`config.mk`:
```
export PLATFORM = sky130hd
export DESIGN_NAME = adc_sample_rx
export DESIGN_NICKNAME = d
export VERILOG_FILES = /design/src/rtl/adc_sample_rx.sv
export SDC_FILE = /design/constraint.sdc
export NUM_CORES = 1
export LEC_CHECK = 0
export ABC_AREA = 1
export BUFFER_PORTS_ARGS = -buffer_cell sky130_fd_sc_hd__buf_2
export CORE_ASPECT_RATIO = 2
export CORE_MARGIN = 1.5
export CORE_UTILIZATION = 55
export CTS_CLUSTER_SIZE = 20
export DETAILED_ROUTE_END_ITERATION = 10
export HOLD_SLACK_MARGIN = 0.08
export PLACE_DENSITY = 0.73
export SYNTH_ARGS = -nofsm -noshare
export SYNTH_HDL_FRONTEND = slang
export SYNTH_SLANG_ARGS = --single-unit
```
`constraint.sdc`:
```
create_clock -name clk -period 3.05 [get_ports clk]
set_input_delay 0.305 -clock clk [delete_from_list [all_inputs] [get_ports clk]]
set_output_delay 0.305 -clock clk [all_outputs]
set_load 0.05 [all_outputs]
```
`src/rtl/adc_sample_rx.sv`:
```
// adc_sample_rx: deserializes MSB-first serial ADC words into a small FIFO and
// hands them one at a time to the four-sample averager over the modwait
// handshake.
// Optional build macro PARITY_CHECK_EN: frames carry a trailing even-parity
// bit, bad words are dropped and flagged on parity_err.
//
// Output FSM
//   state     | meaning
//   IDLE      | waiting for a FIFO entry; pops the head into sample_data
//   PRESENT   | data_ready high, sample_data held, waiting for modwait=1
//   WAIT_DONE | averager busy, waiting for modwait=0
module adc_sample_rx #(
  parameter int DATA_WIDTH = 16,
  parameter int FIFO_DEPTH = 4
) (
  input  logic                          clk,
  input  logic                          n_reset,
  input  logic                          frame_start,
  input  logic                          bit_en,
  input  logic                          serial_in,
  input  logic                          modwait,
  output logic [DATA_WIDTH-1:0]         sample_data,
  output logic                          data_ready,
  output logic [$clog2(FIFO_DEPTH):0]   fifo_count,
  output logic                          overrun
`ifdef PARITY_CHECK_EN
  ,
  output logic                          parity_err
`endif
);

`ifdef PARITY_CHECK_EN
  localparam int FRAME_LEN = DATA_WIDTH + 1;
`else
  localparam int FRAME_LEN = DATA_WIDTH;
`endif
  localparam int BCNT_W = $clog2(FRAME_LEN + 1);
  localparam int PTR_W  = $clog2(FIFO_DEPTH);
  localparam int CNT_W  = PTR_W + 1;

  typedef enum logic [1:0] {
    IDLE      = 2'd0,
    PRESENT   = 2'd1,
    WAIT_DONE = 2'd2
  } state_t;

  state_t                  state_q, state_d;
  logic [FRAME_LEN-1:0]    shift_q, shift_d;
  logic [BCNT_W-1:0]       bit_cnt_q, bit_cnt_d;
  logic [DATA_WIDTH-1:0]   mem_q [FIFO_DEPTH];
  logic [DATA_WIDTH-1:0]   mem_d [FIFO_DEPTH];
  logic [PTR_W-1:0]        wr_ptr_q, wr_ptr_d;
  logic [PTR_W-1:0]        rd_ptr_q, rd_ptr_d;
  logic [CNT_W-1:0]        count_q, count_d;
  logic [DATA_WIDTH-1:0]   sample_q, sample_d;

  logic                    word_done;
  logic                    parity_ok;
  logic                    push_req;
  logic                    push_ok;
  logic                    pop;
  logic                    full;
  logic [DATA_WIDTH-1:0]   word;

  // A complete frame sits in the shift register for exactly one cycle; the
  // data payload is the top DATA_WIDTH bits (parity, if any, is the LSB).
  assign word_done = (bit_cnt_q == BCNT_W'(FRAME_LEN));
  assign word      = shift_q[FRAME_LEN-1 -: DATA_WIDTH];
`ifdef PARITY_CHECK_EN
  assign parity_ok  = ~(^shift_q);
  assign parity_err = word_done && !parity_ok;
`else
  assign parity_ok  = 1'b1;
`endif

  assign full     = (count_q == CNT_W'(FIFO_DEPTH));
  assign pop      = (state_q == IDLE) && (count_q != '0);
  assign push_req = word_done && parity_ok;
  // A pop in the same cycle frees the slot, so a full FIFO still accepts.
  assign push_ok  = push_req && (!full || pop);
  assign overrun  = push_req && full && !pop;

  assign data_ready  = (state_q == PRESENT);
  assign sample_data = sample_q;
  assign fifo_count  = count_q;

  // Serial assembler: frame_start or a finished word restarts the count, and
  // a bit arriving in that same cycle becomes bit 0 of the next word.
  always_comb begin
    shift_d   = shift_q;
    bit_cnt_d = bit_cnt_q;
    if (bit_en) begin
      shift_d = {shift_q[FRAME_LEN-2:0], serial_in};
    end
    if (frame_start || word_done) begin
      bit_cnt_d = bit_en ? BCNT_W'(1) : '0;
    end else if (bit_en) begin
      bit_cnt_d = bit_cnt_q + BCNT_W'(1);
    end
  end

  // FIFO storage, pointers and occupancy.
  always_comb begin
    mem_d    = mem_q;
    wr_ptr_d = wr_ptr_q;
    rd_ptr_d = rd_ptr_q;
    count_d  = count_q;
    if (push_ok) begin
      mem_d[wr_ptr_q] = word;
      wr_ptr_d        = wr_ptr_q + PTR_W'(1);
    end
    if (pop) begin
      rd_ptr_d = rd_ptr_q + PTR_W'(1);
    end
    case ({push_ok, pop})
      2'b10:   count_d = count_q + CNT_W'(1);
      2'b01:   count_d = count_q - CNT_W'(1);
      default: count_d = count_q;
    endcase
  end

  // Output handshake FSM; sample_q only changes on a pop.
  always_comb begin
    state_d  = state_q;
    sample_d = sample_q;
    case (state_q)
      IDLE: begin
        if (count_q != '0) begin
          sample_d = mem_q[rd_ptr_q];
          state_d  = PRESENT;
        end
      end
      PRESENT: begin
        if (modwait) state_d = WAIT_DONE;
      end
      WAIT_DONE: begin
        if (!modwait) state_d = IDLE;
      end
      default: state_d = IDLE;
    endcase
  end

  // State registers.
  always_ff @(posedge clk or negedge n_reset) begin
    if (!n_reset) begin
      state_q   <= IDLE;
      shift_q   <= '0;
      bit_cnt_q <= '0;
      mem_q     <= '{default: '0};
      wr_ptr_q  <= '0;
      rd_ptr_q  <= '0;
      count_q   <= '0;
      sample_q  <= '0;
    end else begin
      state_q   <= state_d;
      shift_q   <= shift_d;
      bit_cnt_q <= bit_cnt_d;
      mem_q     <= mem_d;
      wr_ptr_q  <= wr_ptr_d;
      rd_ptr_q  <= rd_ptr_d;
      count_q   <= count_d;
      sample_q  <= sample_d;
    end
  end

endmodule
```
# After elaboration in Yosys (flattened, before gate mapping)
# Index checks and enable logic that the tools add are counted.
# Widths: inputs -> output; s select.
# classes
n_eq_ne	9
addsub	5
bitwise_logic	2
mux	14
magnitude_cmp	3
reduce_logical	15
# ops
cell	count
$bwmux 64	1
$mux 16	3
$bmux 16 s2	1
$demux 16 s2	1
$mux 5	2
$ge 3x3->1 const B	2
$mux 2	3
$not 2->3	2
$pmux 2 s3	1
$pmux 3 s2	1
$add 5x1->5 const B	1
$eq 5x5->1 const B	1
$logic_and 1x1->1	5
$add 2x1->2 const B	2
$eq 2x1->1 const B	2
$eq 2x2->1 const B	2
$ne 2x2->1 const B	2
$reduce_bool 2->1	2
$add 3x1->3 const B	1
$eq 3x3->1 const B	1
$lt 3x1->1 const B	1
$reduce_and 3->1	1
$reduce_bool 3->1	1
$sub 3x1->3 const B	1
6 further kinds	8
# totals
inputBits	6
ff_bits	110
wordCells	59
output_inout_bits	21

# Depth between registers and ports, before layout
# Gate-level depths: netlist of the first run.
# depth
depth_word	6
mapped_depth	13

# Worst setup path before layout of the first run
# Ideal clock, no wire load.
# synth_timing
path_kind	register to register
startpoint	reg count_q[1], in the netlist fifo_count[1]
endpoint	reg count_q[2], in the netlist fifo_count[2]
path_buffers	1
arrival_ns	2.177
required_ns	2.926
path_stages_with_launch	11
path_slack_ns	0.749
setup_ns	0.124
path_cell_list	dfrtp_1 nor2_2 nand3_4 buf_4 nand2_1 ha_1 inv_1 fa_1 nand2_1 nand3b_1 xor2_1
# synth_between
elab_chain_len	6
elab_cells_between_ends	12
# synth_lines
element	line	source
from (decl)	54	logic [CNT_W-1:0] count_q, count_d;
from (signal assigned)	161	count_q <= count_d;
$eq 3x3->1 or $reduce_bool 3->1 (tied branches)	76, 77	
$logic_not 1->1 or $logic_and 1x1->1 (tied branches)	80, 77	
$logic_or 1x1->1	80	assign push_ok = push_req && (!full || pop);
$logic_and 1x1->1	80	
$eq 2x1->1 or $eq 2x2->1 (tied branches)	115	case ({push_ok, pop})
$pmux 3 s2 or $reduce_bool 2->1 (tied branches)	n/a	
# Parallel ways exist; a longest one is shown, timed or not.
# A chain may end at the register's enable or synchronous reset.

# Worst setup path after layout of the first run
# layout_timing
startpoint	reg state_q[0]
endpoint	out overrun
# layout_between
elab_chain_len	4
# layout_lines
element	line	source
from (decl)	47	state_t state_q, state_d;
from (signal assigned)	155	state_q <= state_d;
$logic_not 2->1	77	assign pop = (state_q == IDLE) && (count_q != '0);
$logic_and 1x1->1	77	
$logic_not 1->1	81	assign overrun = push_req && full && !pop;
$logic_and 1x1->1	81	
to (decl)	25	output logic overrun
# No other way between the ends.

==> impl_results.md, run 1 <==
* Outcome: finished, final reports clean
* Port Buffer Count at 26
* Final Max Tran Viols at 0
* Leakage at 3.23 nW
* Worst Clk Skew at 0.00699 ns
* Antenna viol nets, final at 0
* Critical-path maximum fanout at 71
* Clock sinks at 110
* Clock Tree Buf Depth at 2
* Number of global-route vias before repair at 4233
* Async set-reset flop share out of synthesis at 1.00
* Reg2reg setup slack at 0.82 ns
* Fillers at 862
* Syn Area/Cell at 7.90 um2
* Cell variety after synth at 28
* Total negative setup slack at 0 ns
* Crit start category: flip-flop
* Largest cells by area after synthesis: dfrtp_1 (51%), nand2_1 (23%), nand4_1 (7.6%), inv_1 (3.9%), nand3_1 (1.9%)
* Hold Path Class: in2reg
* Root Buffer: clkbuf_16
* Gr usage total at 0.251
* Gr ovfl total at 0
* Die width at 73.1 um
* Peak Freq at 442 MHz
* Post-synth EDFFs at 0
* Sequential area share after synthesis at 0.509
* Most frequent cells after synthesis: nand2_1 (330), dfrtp_1 (110), nand4_1 (66), inv_1 (56), nand3_1 (21)
* Count leader, synth: nand2_1
* Routed vias/inst at 5.35
* DR vias at 4437
* Dpl cells at 813
* Final count of negative-setup-slack endpoints at 0
* Syn nets at 698
* Die Y at 143 um
* Yosys warning total at 0
* Residual DRC at 0
* Rel. slew slack at 0.494
* Post-CTS Resized at 0
* CTS buffer count at 9
* Placement row count at 51
* Initial antenna violation count at 0
* Hpwl dp at 7.78 mm
* Core Box Area at 9640 um2
* Worst-Skew Late Latency at 0.35 ns
* Power per cell area at 703 nW/um2
* Synthesized cell area at 5410 um2
* WP data required at 2.74 ns
* Layout area overhead at 8.24%
* Final period util at 0.741
* Nets at 707
* Layout cells sized above 1 at 0.0931
* Initial Util at 0.561
* Cells after Synth at 684
* Hold Violations, Final at 0
* WL final at 12.0 mm
* Ys flop type: dfrtp_1
* Iteration count of the initial detailed-routing pass at 5
* Final Non-Filler Cells at 830
* Worst setup EP type: output pin
* Post-layout util at 0.607
* Die area at 10500 um2
* Final worst path period need at 2.26 ns
* Max Cap Violations at 0
* Antenna cells at 0
* RSZ-0062 raised after global routing: false
* CTS tree: yes
* CP arrival at 1.96 ns
* First-pass GRT wire length at 20.1 mm
* IO Pins at 27
* Peak supply drop at 0.358 mV
* Crit path kind: reg2out
* Top-area cell type share of the netlist area at 0.509
* CTS H-tree lvls at 3
* Iteration-0 DRC Markers at 299
* Final GP Congestion at 0.825
* Synth area leader: dfrtp_1
* Slew at the pin closest to its max-slew limit at 0.759 ns
* Yosys reg bits at 110
* Worst-path clk slew at 0.07 ns
* Routed WL per cell at 14.4 um
* Largest net degree at the start of global routing at 72
[worst max-delay path, cell delays in order (launching register included)]
cell and delay (ns):
dfrtp_1 0.38, inv_1 0.10, nand2_2 0.09, nand3_4 0.07, buf_4 0.60, nor2_1 0.09, buf_2 0.24
[cell usage in the layout (no fill, tap or decap), drive strengths merged]
cell / instances
nand2: 333
dfrtp: 110
nand4: 66
inv: 57
buf: 39
nand3: 26
o21ai: 16
nor2: 16
clkbuf: 11
ha: 7
clkinv: 7
a21oi: 2
xnor2: 1
o31ai: 1
a31oi: 1
nand3b: 1
xor2: 1
fa: 1
clkinvlp: 1
dlygate4sd3: 1
[state kept, by name, indices dropped and copies added, names as in the netlist]
register	cells
fifo_count	3
mem_q	64
wr_ptr_q	2
sample_data	16
bit_cnt_q	5
rd_ptr_q	2
shift_q	16
state_q	2
[metrics by stage]
step,setup slack [ns],power (W),hold slack [ns],instance area (um2)
after floorplan,0.749,0.00272,0.00941,5410
after global placement,0.889,0.00302,0.414,5560
after detailed placement,0.828,0.00304,0.419,5560
after CTS,0.789,0.00413,0.148,5850
after global routing,0.641,0.00435,0.156,5850
final,0.790,0.00411,0.148,5850
[path summary, 6_finish.rpt]
kind                                 start       endpoint  cells after the start
worst max-delay path            state_q[0]        overrun                      6
worst min-delay path             serial_in     shift_q[0]                      3
worst max register to register  state_q[0]  fifo_count[2]                     13
worst min register to register  state_q[0]     state_q[1]                      1
max in group asynchronous          n_reset      mem_q[20]                      3
min in group asynchronous          n_reset  fifo_count[0]                      2
[routing by layer]
metal	GRT usage	wire [um]	up-vias
met5	0	0	-
met4	0.109	353	0
met3	0.0508	465	31
met2	0.428	6200	118
met1	0.298	4930	2110
li1	-	-	2178
[where the power goes]
group | total, W | internal (W) | switching [W] | leakage [nW]
combinational | 0.00132 | 0.000331 | 0.000991 | 1.59
sequential | 0.00170 | 0.00158 | 0.000117 | 1.50
clock | 0.00109 | 0.000576 | 0.000514 | 0.135
total | 0.00411 | 0.00249 | 0.00162 | 3.23
[layout make-up]
cell class / count / area, um2 / area share
Sequential cell: 110 / 2750 / 0.470
Multi-Input combinational cell: 472 / 2180 / 0.372
Timing Repair Buffer: 40 / 253 / 0.0432
Clock buffer: 11 / 243 / 0.0415
Inverter: 60 / 225 / 0.0385
Tap cell: 132 / 165 / 0.0282
Clock inverter: 5 / 35.0 / 0.00599
[cell families after synthesis]
logic type / count (synthesis) / share of synthesized area
and+or+nand+nor: 442 / 0.361
DFF: 110 / 0.509
buffers and inverters: 102 / 0.0879
AOI/OAI and AO/OA: 20 / 0.0192
adders and majority gates: 8 / 0.0199
xor gates and xnor gates: 2 / 0.00324
[what timing repair did]
action	CTS	global route
setup buffers	0	0
hold buffers	1	0
hold endpoints to repair	58	0
Power figures use the tool's default switching activity.
==> run 2, diff against run 1 <==
- ABC_AREA: 1 -> 0
- PLACE_DENSITY: 0.73 -> 0.76
- clock period: 3.05 -> 2 ns (I/O delays scaled with it)
==> run 2 against run 1 <==
Net effect:
- the flow now finishes with violations (negative setup slack)
- via count shrank 43%
- wire length shrank 28%
- sequential share of layout area grew 0.94 points
- clock skew grew 0.0018 ns
- worst hold slack gained 0.014 ns
- critical path type is now reg2reg
==> impl_results.md, run 2 <==
* Nets at 358 (-49%)
* Synth Area in XOR/XNOR at 0.0177 (+0.0144)
* Layout area overhead at 15.8%
* Routed vias/inst at 5.62 (+5.1%)
* Antenna viol nets, final at 0 (unchanged)
* Die Y at 137 um (-4.1%)
* Dpl cells at 425 (-48%)
* IO Pins at 27 (unchanged)
* Critical-path maximum fanout at 2 (-97%)
* Reg2reg setup slack at -0.08 ns (-0.90 ns)
* Final GP Congestion at 0.742 (-10%)
* Die width at 70.2 um (-4.0%)
* Post-Synth Adder-Cell Area at 0.0217 (+0.00178)
* Worst Clk Skew at 0.00874 ns (+0.00175 ns)
* Gr usage total at 0.201 (-0.0494)
* Worst flop-to-flop path startpoint: fifo_count[1]
* Placement row count at 48 (-5.9%)
* Sequential area share after synthesis at 0.555 (+0.0456)
* Total negative setup slack at -0.0768 ns (-0.0768 ns)
* Commonest non-fill, non-tap cell in the layout: dfrtp_1
* Synthesized cell area at 4960 um2 (-8.2%)
* Post-synth EDFFs at 0 (unchanged)
* Hold Violations, Final at 0 (unchanged)
* First-pass GRT wire length at 14.5 mm (-28%)
* CTS H-tree lvls at 3 (unchanged)
* Hold Crit Start: frame_start
* Final Max Tran Viols at 0 (unchanged)
* Compound-gate portion of the synthesized area at 0.0270 (+0.00777)
* Largest register FFs at 64 (unchanged)
* Syn nets at 306 (-56%)
* Cell variety after synth at 32 (+14%)
* CTS tree: yes
* Clock sinks at 110 (unchanged)
* RSZ-0062 raised after global routing: true
* Overall Power at 0.00617 W (+50%)
* Worst setup EP type: flip-flop
* Final Non-Filler Cells at 448 (-46%)
* Async set-reset flop share out of synthesis at 1.00 (unchanged)
* WP data required at 2.26 ns (-0.48 ns)
* Iteration count of the initial detailed-routing pass at 4 (-1)
* Gr ovfl total at 0 (unchanged)
* CP arrival at 2.34 ns (+0.38 ns)
* Port Buffer Count at 26 (unchanged)
* Failing checks: negative setup slack
* Outcome: finished with violations
* Max Cap Violations at 0 (unchanged)
* Layout cells sized above 1 at 0.569 (+0.476)
* Slew at the pin closest to its max-slew limit at 0.546 ns (-0.212 ns)
* Synth Area in Simple Gates at 0.0202 (-0.340)
* Ys flop type: dfrtp_1
* Root Buffer: clkbuf_16
* CTS buffer count at 9 (unchanged)
* Top-area cell type share of the netlist area at 0.555 (+0.0456)
* Residual DRC at 0 (unchanged)
* Worst-path clk slew at 0.06 ns (about the same)
* Routed WL per cell at 19.2 um (+33%)
* Core Box Area at 8710 um2 (-9.6%)
* Yosys reg bits at 110 (unchanged)
* Iteration-0 DRC Markers at 167 (-44%)
* Yosys warning total at 0 (unchanged)
* DR vias at 2516 (-43%)
* Final period util at 1.04
* Crit start category: flip-flop
* Fillers at 598 (-31%)
* Largest net degree at the start of global routing at 41 (-43%)
* Power per cell area at 1070 nW/um2 (+53%)
* Worst-Skew Late Latency at 0.35 ns (about the same)
* Mux contribution to synthesized area at 0.325 (+0.325)
* Peak supply drop at 0.585 mV (+63%)
* Most frequent cells after synthesis: dfrtp_1 (110), mux2_2 (57), mux2_4 (40), mux4_2 (16), inv_1 (9)
* Peak Freq at 482 MHz
* Most frequent cells in the layout: dfrtp_1 (107), mux2_2 (57), mux2_4 (40)
* Hold Path Class: in2reg
* Antenna cells at 0 (unchanged)
* Hpwl dp at 5.44 mm (-30%)
* Leakage at 2.93 nW (-9.1%)
* Final worst path period need at 2.08 ns
* Final WS setup at -0.0768 ns (-0.866 ns)
* Crit path kind: reg2reg
* Clock Tree Buf Depth at 2 (unchanged)
* Main combinational cell family by area after synthesis: multiplexers
* Number of global-route vias before repair at 2701 (-36%)
* Syn Area/Cell at 17.0 um2 (+120%)
* Synth area leader: dfrtp_1
* Biggest register: mem_q
* Post-layout util at 0.660 (+0.0524)
* Rel. slew slack at 0.636 (+0.142)
* Final count of negative-setup-slack endpoints at 1 (+1)
* CP startpoint: fifo_count[1]
* Largest cells by area after synthesis: dfrtp_1 (55%), mux2_2 (13%), mux2_4 (12%), mux4_2 (7.3%), ha_1 (1.8%)
* Initial Util at 0.570 (+0.00873)
* Cells after Synth at 292 (-57%)
* Initial antenna violation count at 0 (unchanged)
* WL final at 8.58 mm (-28%)
* Count leader, synth: dfrtp_1
* Die area at 9640 um2 (-8.0%)
## run 2: routing by layer
layer,share of wire,wire (um),GRT usage,up-vias
met5,0,0,0,-
met4,0.016,136,0.0737,0
met3,0.023,196,0.0439,12
met2,0.54,4670,0.339,27
met1,0.42,3580,0.256,1322
li1,-,-,-,1155
## run 2: cell families (layout without fill, tap and decap cells)
logic type	after synthesis	in the layout
buf+inv	23	79
compound gates	10	10
simple gates	17	17
mux	114	114
xor+xnor	10	10
flops	110	110
fa+ha+maj	8	8
## run 2: where the power goes
part | switching [W] | internal [W]
Clock | 0.000762 | 0.00113
Sequential | 0.000257 | 0.00244
Combinational | 0.000877 | 0.000708
Total | 0.00190 | 0.00427
## run 2: final timing paths
check,endpoint,depth (start not counted)
worst min register to register,rd_ptr_q[1],1
max in group asynchronous,mem_q[3],3
worst min-delay path,bit_cnt_q[4],3
min in group asynchronous,mem_q[45],2
worst max register to register,fifo_count[2],9
worst max-delay path,fifo_count[2],9
## run 2: final cells by class
type / instances / area (um2) / area share
clock inverter: 3 / 68.8 / 0.0120
inverter: 9 / 33.8 / 0.00588
clock buffer: 12 / 246 / 0.0429
sequential: 110 / 2760 / 0.480
multi-input combinational: 159 / 2090 / 0.363
tap: 100 / 125 / 0.0218
timing repair buffer: 55 / 427 / 0.0743
## run 2: critical path, cell delays in order, from the launching register on
cell and delay, ns:
dfrtp_2 0.40, or3b_4 0.39, o21a_1 0.19, inv_1 0.06
ha_2 0.17, inv_2 0.04, fa_2 0.33, xor2_1 0.14
nor2_1 0.12, xor2_1 0.15
## run 2: repair_timing
| action | 4_1_cts | 5_1_grt |
|---|---|---|
| hold endpoints to repair | 40 | 0 |
| pin swaps | 6 | 6 |
| endpoints found under the setup margin | 3 | 4 |
| buffers inserted | 3 | 2 |
| resized for setup | 4 | 6 |
| hold buffers | 3 | 0 |
## run 2: through the flow
| step | cell area, um2 | setup WS (ns) | hold slack [ns] |
|---|---|---|---|
| final | 5750 | -0.0768 | 0.163 |
| after floorplan | 4980 | -0.359 | -0.0956 |
| after global placement | 5330 | -0.0405 | 0.203 |
| after detailed placement | 5330 | -0.0772 | 0.207 |
| after global routing | 5750 | -0.204 | 0.155 |
| after CTS | 5720 | -0.0730 | 0.156 |
